<file path="src/rtl/mac_dot_sequencer.sv">
// mac_dot_sequencer
//   Drives a shared MAC datapath (result = f1*f2 + a1) to compute an
//   N-element dot product. Operand pairs come from a single synchronous
//   read port. The running sum is fed back through mac_a1. The final sum
//   is reported on acc_out together with a one-cycle done pulse.
//
// Ports
//   clock, resetn             rising-edge clock, async active-low reset
//   start, abort              command strobe (IDLE only) / cancel
//   len, a_base, b_base       command: element count and vector bases
//   busy, done, acc_out       status and last completed dot product
//   mem_rd_en/addr/data       operand memory port (data one cycle later)
//   mac_f1/f2/a1, mac_result  MAC operands and result
module mac_dot_sequencer #(
   parameter int DATA_W  = 32,
   parameter int ADDR_W  = 10,
   parameter int LEN_W   = 10,
   parameter int MAC_LAT = 2
) (
   input  logic              clock,
   input  logic              resetn,
   input  logic              start,
   input  logic              abort,
   input  logic [LEN_W-1:0]  len,
   input  logic [ADDR_W-1:0] a_base,
   input  logic [ADDR_W-1:0] b_base,
   output logic              busy,
   output logic              done,
   output logic [DATA_W-1:0] acc_out,
   output logic              mem_rd_en,
   output logic [ADDR_W-1:0] mem_rd_addr,
   input  logic [DATA_W-1:0] mem_rd_data,
   output logic [DATA_W-1:0] mac_f1,
   output logic [DATA_W-1:0] mac_f2,
   output logic [DATA_W-1:0] mac_a1,
   input  logic [DATA_W-1:0] mac_result
);

   localparam int WAIT_W = 4;

   typedef enum logic [2:0] {
      S_IDLE, S_RD_A, S_RD_B, S_CAP_B, S_ISSUE, S_WB, S_DONE
   } state_t;

   state_t              r_state;
   state_t              w_next;
   logic [LEN_W-1:0]    r_len;
   logic [LEN_W-1:0]    r_idx;
   logic [ADDR_W-1:0]   r_a_base;
   logic [ADDR_W-1:0]   r_b_base;
   logic [DATA_W-1:0]   r_acc;
   logic [DATA_W-1:0]   r_op_a;
   logic [WAIT_W-1:0]   r_wait;
   logic                r_busy;
   logic                r_done;
   logic [DATA_W-1:0]   r_acc_out;
   logic                r_rd_en;
   logic [ADDR_W-1:0]   r_rd_addr;
   logic [DATA_W-1:0]   r_f1;
   logic [DATA_W-1:0]   r_f2;
   logic [DATA_W-1:0]   r_a1;
   logic                w_last;
   logic                w_wait_end;
   logic                w_abort;
   logic [LEN_W-1:0]    w_idx_inc;

   assign w_last     = (r_idx == (r_len - LEN_W'(1)));
   assign w_wait_end = (r_wait == WAIT_W'(MAC_LAT - 1));
   assign w_abort    = abort && (r_state != S_IDLE);
   assign w_idx_inc  = r_idx + LEN_W'(1);

   always_ff @(posedge clock or negedge resetn) begin
      if (!resetn) r_state <= S_IDLE;
      else         r_state <= w_next;
   end

   always_comb begin
      w_next = r_state;
      case (r_state)
         S_IDLE:  if (start) w_next = (len != '0) ? S_RD_A : S_DONE;
         S_RD_A:  w_next = S_RD_B;
         S_RD_B:  w_next = S_CAP_B;
         S_CAP_B: w_next = S_ISSUE;
         S_ISSUE: if (w_wait_end) w_next = S_WB;
         S_WB:    w_next = w_last ? S_DONE : S_RD_A;
         S_DONE:  w_next = S_IDLE;
         default: w_next = S_IDLE;
      endcase
      if (w_abort) w_next = S_IDLE;
   end

   // Outputs are registered: each one is loaded on the edge that enters the
   // state it belongs to, so done/acc_out are set on the edge leaving WB.
   always_ff @(posedge clock or negedge resetn) begin
      if (!resetn) begin
         r_len     <= '0;
         r_idx     <= '0;
         r_a_base  <= '0;
         r_b_base  <= '0;
         r_acc     <= '0;
         r_op_a    <= '0;
         r_wait    <= '0;
         r_busy    <= 1'b0;
         r_done    <= 1'b0;
         r_acc_out <= '0;
         r_rd_en   <= 1'b0;
         r_rd_addr <= '0;
         r_f1      <= '0;
         r_f2      <= '0;
         r_a1      <= '0;
      end else begin
         r_done  <= 1'b0;
         r_busy  <= (w_next != S_IDLE);
         r_rd_en <= (w_next == S_RD_A) || (w_next == S_RD_B);
         if (!w_abort) begin
            case (r_state)
               S_IDLE: begin
                  if (start) begin
                     r_acc    <= '0;
                     r_idx    <= '0;
                     r_len    <= len;
                     r_a_base <= a_base;
                     r_b_base <= b_base;
                     if (len != '0) begin
                        r_rd_addr <= a_base;
                     end else begin
                        r_done    <= 1'b1;
                        r_acc_out <= '0;
                     end
                  end
               end
               S_RD_A:  r_rd_addr <= r_b_base + ADDR_W'(r_idx);
               S_RD_B:  r_op_a <= mem_rd_data;
               S_CAP_B: begin
                  r_f1   <= r_op_a;
                  r_f2   <= mem_rd_data;
                  r_a1   <= r_acc;
                  r_wait <= '0;
               end
               S_ISSUE: if (!w_wait_end) r_wait <= r_wait + WAIT_W'(1);
               S_WB: begin
                  r_acc <= mac_result;
                  if (w_last) begin
                     r_done    <= 1'b1;
                     r_acc_out <= mac_result;
                  end else begin
                     r_idx     <= w_idx_inc;
                     r_rd_addr <= r_a_base + ADDR_W'(w_idx_inc);
                  end
               end
               default: ;
            endcase
         end
      end
   end

   assign busy        = r_busy;
   assign done        = r_done;
   assign acc_out     = r_acc_out;
   assign mem_rd_en   = r_rd_en;
   assign mem_rd_addr = r_rd_addr;
   assign mac_f1      = r_f1;
   assign mac_f2      = r_f2;
   assign mac_a1      = r_a1;

endmodule

</file>
<file path="config.mk">
export PLATFORM = sky130hd
export DESIGN_NAME = mac_dot_sequencer
export DESIGN_NICKNAME = d
export VERILOG_FILES = /design/src/rtl/mac_dot_sequencer.sv
export SDC_FILE = /design/constraint.sdc
export NUM_CORES = 1
export LEC_CHECK = 0
export BUFFER_PORTS_ARGS = -buffer_cell sky130_fd_sc_hd__buf_2
export CAP_MARGIN = 10
export CELL_PAD_IN_SITES_DETAIL_PLACEMENT = 0
export CELL_PAD_IN_SITES_GLOBAL_PLACEMENT = 1
export CORE_ASPECT_RATIO = 1.5
export CORE_UTILIZATION = 46
export DETAILED_ROUTE_END_ITERATION = 12
export PLACE_DENSITY = 0.82
export SETUP_SLACK_MARGIN = 0.05
export SKIP_CTS_REPAIR_TIMING = 1
export SLEW_MARGIN = 20
export SYNTH_ARGS = -nofsm -noshare
export SYNTH_HDL_FRONTEND = slang
export SYNTH_SLANG_ARGS = --single-unit
</file>
<file path="constraint.sdc">
create_clock -name clock -period 6.4 [get_ports clock]
set_input_delay 1.92 -clock clock [delete_from_list [all_inputs] [get_ports clock]]
set_output_delay 1.92 -clock clock [all_outputs]
set_load 0.01 [all_outputs]
</file>
## Yosys cells after proc, flatten, opt, wreduce, memory -nomap -nowiden

Cells that the tools add are included.

- Bitwise logic cells: 1
- $add $sub $neg: 5
- Reduce and logical (&&, ||, !) cells: 17
- Magnitude comparators: 0
- Equal/unequal tests: 15
- $mul: 0
- Muxes and demuxes: 26
- Div/mod/pow operators: 0
- Shifts and indexed selects: 0

Operator list:

| kind | number |
|---|---|
| two-way mux 32 bit | 4 |
| case mux 32 bit (2 select lines) | 2 |
| two-way mux 10 bit | 5 |
| case mux 10 bit (3 select lines) | 1 |
| adder 10 bit | 2 |
| case mux 10 bit (2 select lines) | 1 |
| case mux 3 bit (6 select lines) | 1 |
| two-way mux 3 bit | 5 |
| inequality test 2 bit, second input constant | 6 |
| adder 10 x 1 -> 10 bit, second input constant | 1 |
| == test 10 bit | 1 |
| AND reduction 5 bit | 2 |
| nonzero test 10 bit | 1 |
| subtractor 10 x 1 -> 10 bit, second input constant | 1 |
| == test 3 x 2 -> 1 bit, second input constant | 3 |
| AND reduction 3 bit | 3 |
| nonzero test 3 bit | 3 |
| case mux 4 bit (2 select lines) | 1 |
| == test 3 x 1 -> 1 bit, second input constant | 2 |
| == test 3 bit, second input constant | 2 |
| adder 4 x 1 -> 4 bit, second input constant | 1 |
| == test 4 x 1 -> 1 bit, second input constant | 1 |
| two-way mux 1 bit | 4 |
| two-way mux 4 bit | 1 |
| 8 further kinds | 10 |

- Bits in writable memories: 0
- Output and inout bits: 141
- Input port bits: 98
- Memories kept: 0
- Logic and storage cells: 80
- Bits in read-only memories: 0
- Register bits after elaboration: 252
- Bits in latches: 0

## Logic depth before layout (Yosys ltp)

- Depth after elaboration: 7
- Gate-level depth with buffers: 11
- Depth with buffers taken out: 11

## Worst setup path before layout

Ideal clock, no wire load.

- Path type: input to register
- From: input len[5]
- To: register r_rd_addr[0] (netlist: mem_rd_addr[0])
- Path buffers: 1
- Arrival time: 3.781 ns
- Setup time: 0.125 ns
- Path slack: 2.494 ns
- Required time: 6.275 ns
- Stages on the path: 8
- Cell sequence: or4_1 nor4_1 nand2_1 o21ai_0 a22o_1 a211oi_1 buf_2 mux2_2

- Word-level cells in the longest chain between the ends: 3

Ends and longest elaborated chain:

| element | RTL line | source |
|---|---|---|
| from (decl) | 24 | `input logic [LEN_W-1:0] len,` |
| nonzero test 10 bit | 124 | `if (len != '0) begin` |
| inequality test 2 bit (no line) | n/a |  |
| AND reduction 5 bit (no line) | n/a |  |
| to (signal assigned) | 125 | `r_rd_addr <= a_base;` |
| to (signal assigned) | 132 | `S_RD_A: r_rd_addr <= r_b_base + ADDR_W'(r_idx);` |
| to (signal assigned) | 148 | `r_rd_addr <= r_a_base + ADDR_W'(w_idx_inc);` |
| to (decl) | 58 | `logic [ADDR_W-1:0] r_rd_addr;` |

No other way between the ends.
A chain may end at the register's enable or synchronous reset.

## Worst setup path after layout

- From: input len[5]
- To: register r_rd_addr[1] (netlist: mem_rd_addr[1])

Same word-level chain as after synthesis.

==> summary.txt <==
Yosys
  – Mean post-synth cell area: approximately 11 sq um
  – Largest cells by area after synthesis: sky130_fd_sc_hd__dfrtp_1, sky130_fd_sc_hd__mux2_2, sky130_fd_sc_hd__nand2_1
  – Number of enable flip-flop cells after synthesis: 0
  – Async SR Flop Fraction: 1.00
  – Number of synthesis warnings: 0
  – Area fraction of the dominant cell type after synthesis: 0.568
  – Primary flip-flop cell chosen by synthesis mapping: sky130_fd_sc_hd__dfrtp_1
  – Cell type contributing the most total cell area after synthesis: sky130_fd_sc_hd__dfrtp_1
  – Number of library cell types mapped by synthesis: roughly 50
  – Synthesized netlist net count: about 1100
  – Sequential area share after synthesis: 0.568
  – Count of mapped cells out of synthesis: around 1000
  – Flip-flop and latch count after synthesis: around 250
  – Area of the mapped netlist: 11100 sq um

STA
  – Max-slew violation count: 0
  – Sum of negative setup slack: 0 ns
  – Setup clock skew after layout: around 0.015 ns
  – Setup repair after global routing missed its margin: false
  – Slew of the pin with the lowest slew margin: between 0.8 and 0.9 ns
  – Slew margin rel.: 0.396
  – Fin. Hold Viols: 0
  – Fin crit period: 3.98 ns
  – Number of setup violations in the final report: 0
  – Fmax achieved: between 200 and 300 MHz
  – Final critical-path share of the clock period: 0.621

Routing
  – Total wire length: about 27 mm
  – Starting DRC count in detailed routing: 360
  – DRC viols: 0
  – Per-cell routed wire length: between 15 and 20 um
  – Number of detailed-routing iterations run before antenna repair: 4
  – Met2 wire len: approximately 15 mm
  – Detailed route wirelength on metal3: about 1.4 mm
  – Ratio of routed vias to standard cells: 5.16
  – Wire length on met1: approximately 10 mm
  – Vias post-DR: just over 8000
  – Highest metal layer with signal wires: met4
  – Detail Route Antenna Nets: 0

Finish
  – Number of filler instances in the final layout: approximately 2100
  – Synth-to-Final Area Change: 22.2%
  – Total number of nets in the final design: between 1000 and 1500
  – Top library cells by usage in the layout, fill and taps aside: sky130_fd_sc_hd__dfrtp_1, sky130_fd_sc_hd__nand2_1, sky130_fd_sc_hd__buf_2
  – Area taken by multi-input logic gates: about 4600 sq um
  – Fraction of layout instances using a drive strength above 1: 0.356
  – Most common cell after layout, fill and taps aside: sky130_fd_sc_hd__dfrtp_1
  – Area occupied by registers: about 6300 sq um
  – Number of standard cells in the final layout excluding fillers: between 1500 and 2000

Placement
  – Placer Congestion: 0.825
  – Cells after DPL: around 1500
  – HPWL after detailed placement: ~19 mm
  – Port Buffer Count: approximately 240

Setup path
  – Worst setup path category: input pin to flop
  – Worst Path Max Fanout: 11
  – Cells on worst reg2reg path: 9
  – Type of origin of the critical path: input pin
  – Arrival time at the worst endpoint: about 4.4 ns
  – End point of the critical path: mem_rd_addr[1]$_DFFE_PN0P_
  – Worst R2R Start: r_len[0]$_DFFE_PN0P_
  – Type of element capturing the critical path: flop
  – Worst Path Required: between 6 and 7 ns
  – End of the worst register-to-register path: r_idx[0]$_DFFE_PN0P_
  – R2r setup slk: roughly 3.0 ns
  – Critical Path Source: len[5]

GRT
  – First-pass GRT wire length: around 43 mm
  – Pin count of the biggest net entering global routing: around 110
  – Antenna violations before repair: 2
  – Via count of the first global-routing pass: slightly above 8000
  – All-layer global routing usage: 0.223
  – Total overflow reported by the global router: 0

Clocking
  – Clock root buffer master: sky130_fd_sc_hd__clkbuf_16
  – Maximum level of the CTS H-tree: 1
  – Clock tree from TritonCTS: yes
  – Number of buffers on the longest clock path: 3
  – Number of clock sinks: approximately 250
  – Insertion delay of the later-clocked pin in the worst-skew pair: ~0.53 ns
  – Total CTS buffers: 26
  – Clock slew at the register clock pins of the worst setup and hold paths: about 0.060 ns

Pwr
  – Leakage power figure: approximately 6.9 nW
  – Ratio of total power to cell area: approximately 410 nW/um^2
  – Maximum ir drop on the vdd rail: 0.000341 V

Floorplan
  – Rows: 69
  – Chip width: about 130 um
  – Die span in y: between 150 and 200 um
  – Standard cell core area: between 20000 and 25000 sq um
  – Initial standard-cell utilization of the core: 0.468
  – Die Outline Area: about 25000 sq um
  – Total I/O pin count: around 240

Min path
  – Worst hold path cell count: 2
  – Worst hold path class: flop to flop

Run status
  – Outcome: finished, final reports clean

Flow run
  – Max cap viols: 0
-- flip-flops by register name (all words and copies together) (netlist names) --
register	count
r_wait	4
r_acc	32
r_len	10
r_state	3
mac_a1	32
mac_f2	32
mac_f1	32
r_a_base	10
done	1
r_op_a	32
r_b_base	10
mem_rd_addr	10
acc_out	32
busy	1
r_idx	10
mem_rd_en	1
-- critical path: stages --
cell,delay (ns)
sky130_fd_sc_hd__buf_2,0.10
sky130_fd_sc_hd__or4_1,0.52
sky130_fd_sc_hd__nor4_1,0.75
sky130_fd_sc_hd__nand2_1,0.22
sky130_fd_sc_hd__o21ai_0,0.13
sky130_fd_sc_hd__a22o_1,0.18
sky130_fd_sc_hd__a211oi_1,0.05
sky130_fd_sc_hd__buf_4,0.21
sky130_fd_sc_hd__mux2_2,0.28
-- power by group --
part / switching [W] / leakage [nW] / total [W] / internal, W
sequential: 0.000268 / 3.29 / 0.00231 / 0.00204
clock: 0.000645 / 0.455 / 0.00163 / 0.000985
combinational: 0.000915 / 3.17 / 0.00169 / 0.000773
-- area by class of cell --
class | instances | share of cell area
antenna | 2 | 0.000369
clock buffer | 33 | 0.0544
clock inverter | 15 | 0.0147
inverter | 13 | 0.00359
multi-input combinational | 689 | 0.336
sequential | 252 | 0.464
tap | 319 | 0.0294
timing repair buffer | 250 | 0.0969
-- cells by family after synthesis --
group,synth area share
simple gates,0.140
flops,0.568
mux,0.144
compound gates,0.0696
buf+inv,0.0231
xor+xnor,0.0280
fa+ha+maj,0.0284
-- synthesized netlist by cell type, drive strengths merged, types with 13 or more instances --
cell and count:
nand3 46, xnor2 14, inv 13, clkbuf 49, ha 22, a21oi 14
dfrtp 252, o21ai 62, mux2 139, xor2 19, nor2 39, nand2 240
-- worst min-delay path by stage --
stage | from | to | slack [ns]
floorplan | r_acc[0]$_DFFE_PN0P_ | r_acc[0]$_DFFE_PN0P_ | 0.43
global placement | r_acc[7]$_DFFE_PN0P_ | r_acc[7]$_DFFE_PN0P_ | 0.44
detailed placement | r_acc[26]$_DFFE_PN0P_ | r_acc[26]$_DFFE_PN0P_ | 0.45
CTS | r_acc[16]$_DFFE_PN0P_ | r_acc[16]$_DFFE_PN0P_ | 0.47
global route | r_acc[8]$_DFFE_PN0P_ | r_acc[8]$_DFFE_PN0P_ | 0.49
finish | r_acc[9]$_DFFE_PN0P_ | r_acc[9]$_DFFE_PN0P_ | 0.46
-- through the flow --
| stage | utilization | setup slack, ns | total power [W] | instance area [sq um] | hold WS [ns] |
|---|---|---|---|---|---|
| 6_report | 0.572 | 2.42 | 0.00562 | 13600 | 0.462 |
| 5_1_grt | 0.572 | 2.26 | 0.00595 | 13600 | 0.489 |
| 4_1_cts | 0.571 | 2.46 | 0.00569 | 13600 | 0.468 |
| 3_5_place_dp | 0.531 | 1.91 | 0.00404 | 12600 | 0.451 |
| 3_3_place_gp | 0.531 | 1.94 | 0.00398 | 12600 | 0.444 |
| 2_1_floorplan | - | 2.49 | 0.00340 | 11100 | 0.433 |
-- per-layer routing --
layer | up-vias | GRT usage
met5 | - | 0
met4 | 0 | 0.0842
met3 | 48 | 0.0435
met2 | 195 | 0.416
met1 | 3975 | 0.248
li1 | 3899 | -
(Power assumes the default switching activity.)
